## src/rtl/bitstream_decoder.sv

```systemverilog
`default_nettype none
// ============================================================================
// Module   : bitstream_decoder
// Summary  : Counts the ones in a unipolar stochastic bitstream over a window
//            of 2**WINDOW_LOG2 samples. The result is presented on valid/ready.
//            Optional macro BITSTREAM_DECODER_CONTINUOUS_EN re-arms windows
//            back to back after each handshake.
// Revision : 1.0 - initial release
// ============================================================================
module bitstream_decoder #(
    parameter int unsigned WINDOW_LOG2 = 8
) (
    input  logic        clk,
    input  logic        n_rst,
    input  logic        x,
    input  logic        start,
    input  logic        ready,
    output logic [31:0] y,
    output logic        valid,
    output logic        busy
);

    localparam int unsigned CW = WINDOW_LOG2 + 1;
    localparam logic [CW-1:0] c_last_sample = CW'((1 << WINDOW_LOG2) - 1);

    typedef enum logic [1:0] {
        S_IDLE  = 2'd0,
        S_COUNT = 2'd1,
        S_HOLD  = 2'd2
    } state_t;

    state_t          state_q, state_d;
    logic [CW-1:0]   cnt_q, cnt_d;
    logic [CW-1:0]   ones_q, ones_d;
    logic [31:0]     y_q, y_d;
    logic [CW-1:0]   w_ones_sum;

    assign w_ones_sum = ones_q + {{(CW-1){1'b0}}, x};

    always_ff @(posedge clk or negedge n_rst) begin
        if (!n_rst) begin
            state_q <= S_IDLE;
            cnt_q   <= '0;
            ones_q  <= '0;
            y_q     <= '0;
        end else begin
            state_q <= state_d;
            cnt_q   <= cnt_d;
            ones_q  <= ones_d;
            y_q     <= y_d;
        end
    end

    always_comb begin
        state_d = state_q;
        cnt_d   = cnt_q;
        ones_d  = ones_q;
        y_d     = y_q;
        unique case (state_q)
            S_IDLE: begin
                if (start) begin
                    state_d = S_COUNT;
                    cnt_d   = '0;
                    ones_d  = '0;
                end
            end
            S_COUNT: begin
                cnt_d  = cnt_q + 1'b1;
                ones_d = w_ones_sum;
                if (cnt_q == c_last_sample) begin
                    y_d     = {{(32-CW){1'b0}}, w_ones_sum};
                    state_d = S_HOLD;
                end
            end
            S_HOLD: begin
                // Samples arriving here are dropped; counters restart on exit.
                if (ready) begin
                    cnt_d  = '0;
                    ones_d = '0;
`ifdef BITSTREAM_DECODER_CONTINUOUS_EN
                    state_d = S_COUNT;
`else
                    state_d = S_IDLE;
`endif
                end
            end
            default: begin
                state_d = S_IDLE;
            end
        endcase
    end

    // Flags decode straight from the state register, so no input reaches them.
    assign y     = y_q;
    assign valid = (state_q == S_HOLD);
    assign busy  = (state_q != S_IDLE);

endmodule
`default_nettype wire

```

## config.mk

```make
export PLATFORM = sky130hd
export DESIGN_NAME = bitstream_decoder
export DESIGN_NICKNAME = d
export VERILOG_FILES = /design/src/rtl/bitstream_decoder.sv
export SDC_FILE = /design/constraint.sdc
export NUM_CORES = 1
export LEC_CHECK = 0
export CORE_MARGIN = 1
export CORE_UTILIZATION = 45
export DETAILED_ROUTE_END_ITERATION = 6
export PLACE_DENSITY = 0.81
export SLEW_MARGIN = 5
export SYNTH_ARGS = -nofsm -noshare
export SYNTH_HDL_FRONTEND = slang
export SYNTH_SLANG_ARGS = --single-unit
export TNS_END_PERCENT = 100
```

## constraint.sdc

```tcl
create_clock -name clk -period 1.5 [get_ports clk]
set_input_delay 0.3 -clock clk [delete_from_list [all_inputs] [get_ports clk]]
set_output_delay 0.3 -clock clk [all_outputs]
set_load 0.01 [all_outputs]
```

==> results of run 1 <==
## power by group through the flow
stage | clock network, mW | registers (mW) | logic (mW)
detailed placement | 0 | 1.15 | 0.831
floorplan | 0 | 1.15 | 0.536
finish | 0.724 | 1.18 | 0.992
CTS | 0.737 | 1.15 | 0.919
global route | 0.770 | 1.20 | 1.12
global placement | 0 | 1.13 | 0.807
## area by class of cell
class / count / area share [%]
Multi-Input combinational cell: 135 / 41.6
Sequential cell: 29 / 31.6
Timing Repair Buffer: 48 / 19.0
Clock buffer: 7 / 4.19
Tap cell: 48 / 2.61
Inverter: 5 / 0.816
Clock inverter: 1 / 0.218
## cells in the mapped netlist
| master | instances |
|---|---|
| mux2i_1 | 8 |
| nand3b_1 | 2 |
| nor2b_1 | 2 |
| mux2_2 | 2 |
| o21bai_1 | 5 |
| buf_6 | 2 |
| a22oi_1 | 1 |
| ha_1 | 4 |
| buf_4 | 23 |
| nand4_1 | 3 |
| inv_1 | 5 |
| nand3_2 | 1 |
| a31oi_1 | 5 |
| dfrtp_1 | 29 |
| clkbuf_2 | 1 |
| and2_1 | 1 |
| nand3_1 | 13 |
| xnor2_1 | 1 |
| conb_1 | 1 |
| buf_2 | 4 |
| o21ai_0 | 16 |
| nand2b_1 | 2 |
| o31a_2 | 1 |
| xor2_1 | 2 |
| o2bb2ai_1 | 1 |
| nand2_1 | 11 |
| or3_2 | 3 |
| clkbuf_1 | 1 |
| a2bb2oi_1 | 1 |
| o22ai_1 | 2 |
| or2_2 | 1 |
| or4_1 | 3 |
| a22o_1 | 3 |
| o211ai_1 | 3 |
| or4b_2 | 1 |
| a21oi_1 | 7 |
| nor2_1 | 3 |
| a211oi_1 | 3 |
| or3_1 | 1 |
## sequential cells by signal, summed over array words and instances, names as in the netlist
register,count
cnt_q,9
y,9
state_q,2
ones_q,9
## cells by family after synthesis
kind of cell / after synthesis / synth area share, %
buffers and inverters: 36 / 14.2
flip-flops: 29 / 42.3
adder cells (fa/ha/maj): 4 / 2.92
multiplexers: 10 / 5.99
other: 1 / 0.219
XOR/XNOR: 3 / 1.53
AND/OR/NAND/NOR: 47 / 15.2
AO/OA/AOI/OAI: 48 / 17.7
## per-stage QoR
stage | instance area [µm²] | hold slack (ns) | util, % | TNS [ns] | cells
floorplan | 1800 | 0.00441 | - | -0.181 | 200
global placement | 2000 | 0.467 | 54.7 | -4.73 | 259
detailed placement | 2000 | 0.471 | 54.7 | -5.07 | 259
CTS | 2180 | 0.367 | 59.4 | -0.326 | 270
global route | 2300 | 0.400 | 62.8 | -0.888 | 273
finish | 2300 | 0.363 | 62.8 | -0.294 | 273
## layer usage
| metal | up-vias | part of all wire (%) | track usage, % |
|---|---|---|---|
| met5 | - | 0 | 0 |
| met4 | 0 | 2.1 | 10.5 |
| met3 | 7 | 5.1 | 3.44 |
| met2 | 52 | 48 | 32.4 |
| met1 | 666 | 44 | 24.9 |
| li1 | 694 | - | - |
## worst paths after layout
kind	startpoint	end	cells past startpoint
max in group asynchronous	n_rst	y[0]	2
worst max-delay path	cnt_q[0]	y[0]	6
worst min-delay path	n_rst	cnt_q[7]	2
worst min register to register	y[4]	y[4]	2
min in group clk	y[4]	y[4]	2
worst max register to register	cnt_q[0]	y[0]	6
## what timing repair did
| item | CTS | global route |
|---|---|---|
| setup buffers | 3 | 2 |
| pin swaps | 9 | 5 |
| endpoints found under the setup margin | 16 | 29 |
| gates resized for setup | 25 | 26 |
| gates cloned | 0 | 1 |
## critical path, delay by kind of cell, from the launching register on
family,cells,cell delay (ns)
simple gates,3,0.40
fa+ha+maj,2,0.37
flops,1,0.35
mux,1,0.33
==> impl_metrics.json, run 1 <==
{
  "gp_congestion": 0.860,
  "cp-end-kind": "register",
  "setup_viol": 6,
  "cap_violations": 0,
  "fp.dieH_um": 63.7,
  "vias": 1419,
  "hold_path.class": "in -> async",
  "final_hold_viol_count": 0,
  "drive_above_1_share_pct": 32.0,
  "grt_pass1_wl_mm": 6.11,
  "seqCellArea_um2": 726,
  "max_freq_ghz": 0.635,
  "wl_per_cell_um": 14.0,
  "finalCritPeriodShare_pct": 105,
  "area_growth_pct": 34.2,
  "ant_nets": 0,
  "grt_usage_pct": 19.9,
  "yosysUniqueCellTypes": 39,
  "totalWireLength_mm": 3.82,
  "rows": 22,
  "multiInputGateArea_um2": 956,
  "violations": "setup timing",
  "crit_type": "reg -> reg",
  "synth.yosys.seq_area_share_pct": 42.3,
  "drt-vias-per-instance": 5.20,
  "switching_share_pct": 34.0,
  "die-area_mm2": 0.00406,
  "synth_top_area_share_pct": 42.3,
  "power_mw": 2.90,
  "yosysTopAreaCell": "dfrtp_1",
  "synth.area.top_cells": "dfrtp_1, buf_4, mux2i_1, o21ai_0, nand3_1",
  "power.internal_mw": 1.91,
  "cellLeakagePower_nw": 0.996,
  "clkPwrFrac_pct": 25.0,
  "clock_latency_ns": 0.29,
  "crit_path_start_kind": "register",
  "drc": 0,
  "clk_pin_slew_worst_paths_ns": 0.07,
  "grt_setup_unrepaired": "true",
  "period_needed_ns": 1.58,
  "syn_area_mm2": 0.00171,
  "ios": 39,
  "clock_sinks": 29,
  "syn_area_per_cell_um2": 9.63,
  "vdd_drop_max_uv": 684,
  "cpPeakStageDelay_ns": 0.35,
  "nets": 233,
  "worstPathRequired_ns": 1.67,
  "fillers": 295,
  "r2r_slack_ns": -0.08,
  "layout_common_cells": "dfrtp_1, buf_4, conb_1",
  "crit_arrival_ns": 1.74,
  "grt-ovfl-total": 0,
  "clockBufferDepth": 2,
  "insertedDiodeCount": 0,
  "tritoncts": "done",
  "drt-initial-drc-count": 43,
  "cts_buffers": 5,
  "path_max_fanout": 5,
  "pwr-share-seq_pct": 40.8,
  "fin_skew_ns": 0.0104,
  "numPortBuffers": 15,
  "setup_ws_ns": -0.0755,
  "antenna_found_initial": 0,
  "cp_slowest_cell": "dfrtp_1",
  "holdBufCountCts": 0,
  "grt_pass1_vias": 1335,
  "die_w_um": 63.7,
  "grt_max_degree": 30,
  "final_common_cell": "dfrtp_1",
  "start_util_pct": 46.8,
  "synth_cells": 178,
  "power.density_mw_per_mm2": 1260,
  "cts_max_level": 2,
  "crit_chain": "ha_2 > nand3_2 > nor2_2 > ha_2 > nand3b_1 > mux2_2",
  "p_comb_share_pct": 34.2,
  "drv_slew": 0,
  "status": "finished, violations left",
  "dp_slack_ns": -0.419,
  "core_region_area_mm2": 0.00366,
  "synth-seq-cells": 29,
  "drtPass1Iterations": 4,
  "hpwlAfterDp_mm": 2.39,
  "p_sw_mw": 0.984,
  "cpMostUsedCell": "ha_2",
  "yosysWarnings": 0,
  "cts-root-buf": "clkbuf_8"
}
(Power assumes the default switching activity.)
==> run 2, diff against run 1 <==
CORE_UTILIZATION = 50   (was 45)
PLACE_DENSITY = 0.85   (was 0.81)
clock period = 1.49 ns   (was 1.5 ns; I/O delays follow)
==> impl_metrics.json, run 2 (synthesis results as in run 1) <==
{
  "grt_usage_pct": 22.5,
  "drtPass1Iterations": 4,
  "final_common_cell": "dfrtp_1",
  "dr_wl_met3_um": 172,
  "final_hold_viol_count": 0,
  "power.density_mw_per_mm2": 1170,
  "crit_type": "reg -> reg",
  "grt_setup_unrepaired": "true",
  "nets": 235,
  "setup_ws_ns": -0.108,
  "drive_above_1_share_pct": 32.7,
  "clkPwrFrac_pct": 18.5,
  "clock_sinks": 29,
  "clockBufferDepth": 2,
  "fin_util_pct": 71.3,
  "fin_skew_ns": 0.00735,
  "drv_slew": 0,
  "core_region_area_mm2": 0.00315,
  "cts_buffers": 5,
  "final_area_mm2": 0.00225,
  "status": "finished, violations left",
  "fp.dieH_um": 60.6,
  "ant_nets": 0,
  "r2r_slack_ns": -0.11,
  "vias": 1447,
  "rows": 20,
  "cts-root-buf": "clkbuf_4",
  "placed_area_mm2": 0.00201,
  "cellLeakagePower_nw": 0.975,
  "grt_pass1_vias": 1280,
  "clk_pin_slew_worst_paths_ns": 0.09,
  "cpPeakStageDelay_ns": 0.36,
  "cp_slowest_cell": "dfrtp_1",
  "hold_ws_ns": 0.309,
  "vdd_drop_max_uv": 921,
  "die_w_um": 60.6,
  "die-area_mm2": 0.00367,
  "switching_share_pct": 35.1,
  "pwr-share-seq_pct": 43.8,
  "layout_common_cells": "dfrtp_1, buf_4, conb_1",
  "crit_chain": "ha_2 > nand3_2 > nor2_2 > ha_2 > nand3b_1 > mux2_2",
  "setup_viol": 10,
  "start_util_pct": 54.4,
  "grt-ovfl-total": 0,
  "grt_max_degree": 30,
  "totalWireLength_mm": 3.75,
  "route.met2.wl_mm": 1.83,
  "drc": 0,
  "hpwlAfterDp_mm": 2.47,
  "power.internal_mw": 1.71,
  "grt_pass1_wl_mm": 5.84,
  "holdBufCountCts": 0,
  "highest_layer": "met4",
  "clock_latency_ns": 0.34,
  "antenna_found_initial": 0,
  "cp-end-kind": "register",
  "tritoncts": "done",
  "wl_per_cell_um": 13.9,
  "hold_path.class": "in -> async",
  "finalCritPeriodShare_pct": 107,
  "drt-met1-wl_mm": 1.66,
  "insertedDiodeCount": 0,
  "crit_path_start_kind": "register",
  "worstPathRequired_ns": 1.71,
  "area_growth_pct": 31.2,
  "cap_violations": 0,
  "cts_max_level": 2,
  "violations": "setup timing",
  "period_needed_ns": 1.60,
  "numPortBuffers": 15,
  "crit_arrival_ns": 1.82,
  "path_max_fanout": 4,
  "p_comb_share_pct": 37.7,
  "ios": 39,
  "cpMostUsedCell": "ha_2",
  "max_freq_ghz": 0.626,
  "drt-vias-per-instance": 5.36,
  "gp_congestion": 0.835,
  "drt-initial-drc-count": 52,
  "p_sw_mw": 0.926
}
==> run 2: cell count changes in the layout (fill, tap and decap cells not counted), sizes merged <==
cell and delta:
clkdlybuf4s15 -1, clkinv -1, buf +2, clkdlybuf4s50 -6, dlygate4sd2 +8, dlymetal6s2s -2
clkbuf +1
==> run 2: through the flow <==
| step | total power, mW | instances | TNS (ns) | worst slack (ns) |
|---|---|---|---|---|
| after global placement | 1.98 | 256 | -5.70 | -0.384 |
| after floorplan | 1.70 | 200 | -0.201 | -0.101 |
| after CTS | 2.60 | 264 | -0.387 | -0.0784 |
| after global routing | 2.80 | 270 | -1.66 | -0.177 |
| final | 2.64 | 270 | -0.610 | -0.108 |
| after detailed placement | 2.03 | 256 | -6.80 | -0.413 |
==> run 2: power by group through the flow <==
stage | sequential (mW) | clock, mW | combinational [mW]
2_1_floorplan | 1.16 | 0 | 0.544
4_1_cts | 1.15 | 0.490 | 0.958
5_1_grt | 1.18 | 0.531 | 1.09
3_3_place_gp | 1.13 | 0 | 0.846
3_5_place_dp | 1.14 | 0 | 0.886
6_report | 1.16 | 0.488 | 0.993
==> run 2: cell type report <==
type	count	area, µm²
Clock buffer	7	55.1
Fill cell	243	903
Inverter	5	18.8
Multi-Input combinational cell	135	956
Sequential cell	29	726
Tap cell	44	55.1
Timing Repair Buffer	50	439
==> run 2: path summary, 6_finish.rpt <==
check / start / to / cells past startpoint
max in group asynchronous: n_rst / ones_q[6] / 2
min in group clk: x / ones_q[0] / 3
setup reg to reg: cnt_q[0] / y[0] / 6
hold reg to reg: y[2] / y[2] / 2
hold / removal: n_rst / y[4] / 2
setup / recovery: cnt_q[0] / y[0] / 6
==> run 2: worst max-delay path: cells and delay by family (launching register included) <==
family / cells / cell delay, ns
muxes: 1 / 0.34
and+or+nand+nor: 3 / 0.41
adders and majority gates: 2 / 0.38
DFF: 1 / 0.36
==> run 2: repair_timing <==
action                                  in CTS  in global routing
gates resized for setup                     34                 23
pin swaps                                    6                  8
setup buffers                                1                  6
endpoints found under the setup margin      25                 29
==> run 2: routing by layer <==
| layer | vias to the layer above | track usage [%] |
|---|---|---|
| met5 | - | 0 |
| met3 | 8 | 7.68 |
| li1 | 693 | - |
| met1 | 699 | 27.0 |
| met4 | 0 | 8.12 |
| met2 | 47 | 37.5 |
==> run 3, diff against run 2 <==
CAP_MARGIN = 0   (was unset)
MAX_ROUTING_LAYER = met4   (was unset)
RECOVER_POWER = 50   (was unset)
==> impl_metrics.json, run 3 (synthesis results as in run 1) <==
{
  "grt-ovfl-total": 0,
  "die_w_um": 60.6,
  "wl_per_cell_um": 13.9,
  "ios": 39,
  "violations": "setup timing",
  "numPortBuffers": 15,
  "endpoint": "y[0]",
  "power.internal_mw": 1.71,
  "grt_setup_unrepaired": "true",
  "fp.dieH_um": 60.6,
  "tritoncts": "done",
  "worst_pin_slew_ns": 0.717,
  "ant_nets": 0,
  "max_freq_ghz": 0.630,
  "insertedDiodeCount": 0,
  "max_slew_margin_pct": 52.2,
  "cpMostUsedCell": "ha_2",
  "rows": 20,
  "finalCritPeriodShare_pct": 106,
  "holdBufCountCts": 0,
  "holdPathStages": 3,
  "fin_util_pct": 70.9,
  "totalWireLength_mm": 3.75,
  "cp_slowest_cell": "dfrtp_1",
  "drt-initial-drc-count": 39,
  "setup_viol": 10,
  "cpPeakStageDelay_ns": 0.39,
  "dp_slack_ns": -0.413,
  "antenna_found_initial": 0,
  "cellLeakagePower_nw": 0.970,
  "crit_arrival_ns": 1.81,
  "worstPathRequired_ns": 1.71,
  "drtPass1Iterations": 4,
  "setup.worst_path.start": "cnt_q[0]",
  "final_hold_viol_count": 0,
  "placed_cells": 256,
  "drc": 0,
  "power.density_mw_per_mm2": 1180,
  "grt_max_degree": 30,
  "area_growth_pct": 30.4,
  "hold_ws_ns": 0.403,
  "period_needed_ns": 1.59,
  "p_comb_share_pct": 37.6,
  "hold_path.class": "in -> reg",
  "clkPwrFrac_pct": 18.5,
  "fin_setup_tns_ns": -0.556,
  "placed_area_mm2": 0.00201,
  "cap_violations": 0,
  "worst_r2r_path_depth": 6,
  "grt_usage_pct": 22.9,
  "r2r_slack_ns": -0.1,
  "drive_above_1_share_pct": 32.7,
  "p_sw_mw": 0.925,
  "rr_startpoint": "cnt_q[0]",
  "cts_buffers": 5,
  "core_region_area_mm2": 0.00315,
  "final_common_cell": "dfrtp_1",
  "cts_max_level": 2,
  "path_max_fanout": 4,
  "status": "finished, violations left",
  "holdCritStartpoint": "x",
  "start_util_pct": 54.4,
  "crit_path_start_kind": "register",
  "drt-vias-per-instance": 5.41,
  "vias": 1462,
  "vdd_drop_max_uv": 921,
  "layout_common_cells": "dfrtp_1, buf_4, conb_1",
  "hpwlAfterDp_mm": 2.47,
  "crit_chain": "ha_2 > nand3_2 > nor2_2 > ha_2 > nand3b_1 > mux2_2",
  "nets": 235,
  "die-area_mm2": 0.00367,
  "cts-root-buf": "clkbuf_4",
  "final_area_mm2": 0.00223,
  "power_mw": 2.63,
  "pwr-share-seq_pct": 43.9,
  "switching_share_pct": 35.2,
  "grt_pass1_wl_mm": 5.84,
  "clock_sinks": 29,
  "clock_latency_ns": 0.34,
  "instances_no_fill": 270,
  "cp-end-kind": "register",
  "drv_slew": 0,
  "clockBufferDepth": 2,
  "grt_pass1_vias": 1276,
  "crit_type": "reg -> reg",
  "gp_congestion": 0.848,
  "timing.rr.end": "y[0]",
  "clk_pin_slew_worst_paths_ns": 0.09,
  "fin_skew_ns": 0.00706,
  "setup_ws_ns": -0.0968
}
-- run 3: changes by cell type in the layout (fill, tap and decap cells not counted), sizes merged --
cell           before  now
clkdlybuf4s50       3    2
clkbuf              8    9
dlygate4sd3         0    1
buf                36   35
-- run 3: timing repair --
action / in CTS / in global routing
cloned: 0 / 0
setup buffers: 1 / 6
gates resized for setup: 34 / 23
pin swaps: 6 / 8
endpoints found under the setup margin: 25 / 29
endpoints found under the hold margin: 0 / 0
-- run 3: power by group through the flow --
stage / clock network (mW) / registers (mW) / logic, mW
2_1_floorplan: 0 / 1.16 / 0.544
3_3_place_gp: 0 / 1.13 / 0.846
3_5_place_dp: 0 / 1.14 / 0.886
4_1_cts: 0.490 / 1.15 / 0.958
5_1_grt: 0.531 / 1.18 / 1.08
6_report: 0.487 / 1.16 / 0.990
-- run 3: worst min-delay path by stage --
stage | endpoint | slack, ns
final | ones_q[0] | 0.40
after global routing | ones_q[0] | 0.41
after CTS | cnt_q[8] | 0.31
after detailed placement | y[4] | 0.47
after global placement | ones_q[8] | 0.47
after floorplan | cnt_q[0] | 0.002
-- run 3: area by class of cell --
| type | instances | area [µm²] |
|---|---|---|
| well taps | 44 | 55.1 |
| flip-flops and latches | 29 | 726 |
| fillers | 245 | 918 |
| repair buffers | 50 | 424 |
| inverters | 5 | 18.8 |
| multi-input cells | 135 | 956 |
| clock buffers | 7 | 55.1 |
-- run 3: routing by layer --
layer	GRT usage, %	vias to the layer above	wire length [µm]
met4	8.12	0	86
met1	27.0	702	1580
met2	37.5	60	1840
met3	6.40	8	238
li1	-	692	-
met5	-	-	0
-- run 3: worst max-delay path, delay by kind of cell (launching register included) --
family        cells  cell delay (ns)
fa+ha+maj         2             0.38
simple gates      3             0.35
flops             1             0.39
mux               1             0.37
